`config.mk`:
```
export PLATFORM = sky130hd
export DESIGN_NAME = rr_capture_arbiter
export DESIGN_NICKNAME = d
export VERILOG_FILES = /design/src/rtl/rr_capture_arbiter.sv
export SDC_FILE = /design/constraint.sdc
export NUM_CORES = 1
export LEC_CHECK = 0
export CORE_AREA = 2 2 53 55
export DETAILED_ROUTE_END_ITERATION = 7
export DIE_AREA = 0 0 55 57
export PLACE_DENSITY_LB_ADDON = 0.08
export SLEW_MARGIN = 20
export SYNTH_ARGS = -nofsm -noshare
export SYNTH_HDL_FRONTEND = slang
export SYNTH_SLANG_ARGS = --single-unit
```
`constraint.sdc`:
```
create_clock -name clk -period 1.45 [get_ports clk]
set_input_delay 0.29 -clock clk [delete_from_list [all_inputs] [get_ports clk]]
set_output_delay 0.29 -clock clk [all_outputs]
set_load 0.02 [all_outputs]
```
`src/rtl/rr_capture_arbiter.sv`:
```
// Round-robin arbiter that shares one 1-bit capture register among N_REQ requesters.
// A requester wins a slot, its data bit is captured, then it is presented with q_valid for HOLD_CYCLES cycles.
module rr_capture_arbiter #(
  parameter int N_REQ       = 4,
  parameter int HOLD_CYCLES = 2
) (
  input  logic                     clk,
  input  logic                     rst_n,
  input  logic [N_REQ-1:0]         req,
  input  logic [N_REQ-1:0]         din,
  output logic [N_REQ-1:0]         gnt,
  output logic                     q,
  output logic                     q_valid,
  output logic [$clog2(N_REQ)-1:0] q_src,
  output logic                     busy
);

  localparam int PW = $clog2(N_REQ);

  localparam logic [1:0] S_IDLE    = 2'd0;
  localparam logic [1:0] S_CAPTURE = 2'd1;
  localparam logic [1:0] S_HOLD    = 2'd2;

  logic [1:0]       state;
  logic [PW-1:0]    ptr;
  logic [PW-1:0]    win;
  logic [7:0]       hold_cnt;
  logic [PW-1:0]    pick;
  logic [N_REQ-1:0] pick_onehot;
  int               idx;
  logic             found;

  // First set request at or above ptr, wrapping around to index 0.
  always_comb begin
    found = 1'b0;
    pick  = '0;
    idx   = 0;
    for (int i = 0; i < N_REQ; i++) begin
      idx = int'(ptr) + i;
      if (idx >= N_REQ) idx = idx - N_REQ;
      if (!found && req[idx]) begin
        found = 1'b1;
        pick  = PW'(idx);
      end
    end
    pick_onehot = N_REQ'(1) << pick;
  end

  assign busy = (state != S_IDLE);

  always_ff @(posedge clk or negedge rst_n) begin
    if (!rst_n) begin
      state    <= S_IDLE;
      gnt      <= '0;
      q        <= 1'b0;
      q_valid  <= 1'b0;
      q_src    <= '0;
      ptr      <= '0;
      win      <= '0;
      hold_cnt <= '0;
    end else begin
      case (state)
        S_IDLE: begin
          if (req != '0) begin
            gnt   <= pick_onehot;
            win   <= pick;
            state <= S_CAPTURE;
          end
        end
        // The grant is committed: din is taken from the winner even if its req has dropped.
        S_CAPTURE: begin
          q        <= din[win];
          q_src    <= win;
          q_valid  <= 1'b1;
          gnt      <= '0;
          ptr      <= (win == PW'(N_REQ - 1)) ? '0 : win + 1'b1;
          hold_cnt <= 8'(HOLD_CYCLES - 1);
          state    <= S_HOLD;
        end
        S_HOLD: begin
          if (hold_cnt == 8'd0) begin
            q_valid <= 1'b0;
            state   <= S_IDLE;
          end else begin
            hold_cnt <= hold_cnt - 8'd1;
          end
        end
        default: begin
          gnt     <= '0;
          q_valid <= 1'b0;
          state   <= S_IDLE;
        end
      endcase
    end
  end

endmodule

```
==> reports/qor.csv <==
stage;metric;value;unit
clock_network;cts-root-buf;clkbuf_4;
layout;diodes;0;
placement;gp_congestion;0.755;
layout;final_cell_area;0.00166;mm²
pwr;clockPowerShare;9.1;%
route;viasPerCell;5.34;
route;drtIter0Drc;16;
sta;hold_violations;0;
route;dr.pass1.iters;4;
layout;postLayoutCoreUtil;63.6;%
placement;io_buffers;18;
logic_synthesis;synth.distinct_cells;37;
layout;layout-drive-gt1-share;37.6;%
clock_network;insertion_delay;0.30;ns
global_routing;grt_overflow;0;
route;drt_wl_total;2.72;mm
pwr;power_density;2210;mW/mm²
setup_path;criticalPathCategory;reg2reg;
setup_path;cp.required;1.64;ns
pwr;power_leakage;0.814;nW
global_routing;grt_pass1_wl;4.32;mm
layout;syn2layout_area_growth;50.1;%
route;drtAntennaViolNets;0;
sta;hold_slack;0.315;ns
floorplan;die_area;0.00314;mm²
setup_path;rr_worst_depth;5;
placement;dp_hpwl;1.97;mm
sta;finalMaxSlewViolations;0;
clock_network;h-tree-depth;1;
logic_synthesis;syn_inst;107;
logic_synthesis;synthesis.nets;120;
sta;setup_violations;9;
sta;tns;-0.562;ns
sta;fin_skew;0.00461;ns
layout;final_cells;188;
pwr;p_comb_share;60.4;%
logic_synthesis;synth.top_cell.area_share;49.7;%
logic_synthesis;synth-async-reset-ratio;100;%
setup_path;r2r_setup_slack;-0.14;ns
setup_path;cp.arrival;1.77;ns
pwr;swShare;41.7;%
sta;fin_crit_sh;109;%
setup_path;r2r-start;hold_cnt[1]$_DFFE_PN0P_;
job;max_cap_viol_count;0;
floorplan;rows;19;
sta;min_period;1.59;ns
logic_synthesis;yosysWarnings;0;
floorplan;die_x;55;µm
floorplan;die_h;57;µm
global_routing;grt_max_degree;23;
logic_synthesis;ys_top_cells_by_count;dfrtp_1 (22), nand2_1 (21), a21oi_1 (7), inv_1 (5);
route;vias;1004;
route;route.detailed.drc;0;
global_routing;antenna_found_initial;0;
logic_synthesis;synth-edff-count;0;
setup_path;end_kind;flip-flop;
status;violations;negative setup slack;
clock_network;cts_tree;built;
clock_network;cts_buffer_depth;2;
worst_hold_path;hold_class;in2async;
clock_network;cts_inserted_buffers;3;
placement;placed_area;0.00153;mm²
pwr;max-vdd-ir-drop;1.49;mV
setup_path;crit_fanout;5;
logic_synthesis;synth-seq-area-share;49.7;%
logic_synthesis;dominantRegCellSynth;dfrtp_1;
setup_path;worstReg2RegEnd;hold_cnt[6]$_DFFE_PN0P_;
sta;fmax;0.631;GHz
logic_synthesis;synth_seq_cells;22;
clock_network;cts.reportedPaths.clkPinSlew;0.12;ns
floorplan;core_area;0.00262;mm²
placement;placed_cells;181;
placement;dp_slack;-0.304;ns
global_routing;globalRouteTotalUtil;18.8;%
clock_network;cts_sinks;22;
global_routing;grt_pass1_vias;1030;
pwr;p_seq_share;30.5;%
logic_synthesis;synth_area;0.00111;mm²
logic_synthesis;synth_most_common_cell;dfrtp_1;
pwr;power;3.67;mW
logic_synthesis;syn-mean-instance-area;10.4;µm²
setup_path;critPathLaunchType;flip-flop;
sta;tightestPinTransition;0.384;ns
pwr;p_int;2.14;mW
sta;max_slew_margin;74.4;%
clock_network;cts_hold_buf;0;
sta;rsz0062_at_grt;true;
floorplan;initial_core_util;42.4;%
status;status;finished, violations left;
sta;final.setup.worst_slack;-0.135;ns
route;drt-wirelength-per-cell;14.4;µm
layout;nNetsFinal;171;
logic_synthesis;synthTopCellsByArea;dfrtp_1 (50%), nand2_1 (7.1%), ha_1 (3.4%);
pwr;switchingPower;1.53;mW
logic_synthesis;yosys.area.top_type;dfrtp_1;
floorplan;io-pin-count;19;
-- worst max-delay path: stages (launching register included) --
cell and delay (ns):
dfrtp_1 0.39, inv_2 0.07, ha_4 0.17, a311o_2 0.44, o311ai_4 0.29, o41ai_2 0.12
-- flip-flops by register name (all words and copies together) (netlist names) --
name,flops
state,2
q_src,2
win,2
ptr,2
q_valid,1
q,1
gnt,4
hold_cnt,8
-- final cells by class --
class	instances	area, µm²
sequential	22	553
fill	227	951
clock buffer	4	36.3
tap	31	38.8
timing repair buffer	48	399
multi-input combinational	78	618
inverter	5	18.8
-- worst max-delay path by stage --
stage,to,cells past startpoint,startpoint,slack [ns]
floorplan,hold_cnt[6]$_DFFE_PN0P_,6,hold_cnt[0]$_DFFE_PN0P_,-0.04
global placement,win[1]$_DFFE_PN0P_,6,req[0],-0.25
detailed placement,gnt[0]$_DFFE_PN0P_,5,req[0],-0.30
CTS,hold_cnt[6]$_DFFE_PN0P_,6,hold_cnt[0]$_DFFE_PN0P_,-0.11
global route,hold_cnt[6]$_DFFE_PN0P_,5,hold_cnt[1]$_DFFE_PN0P_,-0.21
finish,hold_cnt[6]$_DFFE_PN0P_,5,hold_cnt[1]$_DFFE_PN0P_,-0.14
-- per-layer routing --
metal	up-vias	GRT usage [%]	wire [µm]
li1	492	-	-
met3	6	2.36	57
met2	11	34.4	1520
met4	0	7.32	41
met5	-	0	0
met1	495	21.2	1100
-- power groups by stage --
stage                     registers (mW)  logic (mW)  clock network (mW)
final                               1.12        2.22               0.335
after global routing                1.16        2.41               0.374
after CTS                           1.12        2.10               0.355
after detailed placement            1.14        1.98                   0
after global placement              1.13        1.95                   0
after floorplan                     1.23       0.947                   0
-- cells by family after synthesis --
| group | after synthesis | synth area share, % |
|---|---|---|
| AND/OR/NAND/NOR | 43 | 20.0 |
| AO/OA/AOI/OAI | 27 | 18.7 |
| flip-flops | 22 | 49.7 |
| buffers and inverters | 7 | 2.48 |
| multiplexers | 5 | 5.76 |
| adder cells (fa/ha/maj) | 3 | 3.39 |
-- cell usage in the layout, fill, tap and decap left out, drive strengths merged, types with 2 or more instances in the layout --
cell type and instances:
nor4 2, mux2i 3, dlymetal6s2s 2, nand3 2
o21ai 5, nor2 6, o41ai 2, nand2 21
nand2b 2, ha 3, clkbuf 5, nor3 4
dlygate4sd2 8, dfrtp 22, inv 5, or3 2
a32o 2, buf 30, a21oi 7, clkdlybuf4s50 7
-- what timing repair did --
| item | in CTS | in global routing |
|---|---|---|
| cloned | 0 | 0 |
| pin swaps | 5 | 8 |
| buffers inserted | 4 | 2 |
| endpoints found under the setup margin | 16 | 16 |
| gates resized for setup | 17 | 16 |
Power figures use the tool's default switching activity.
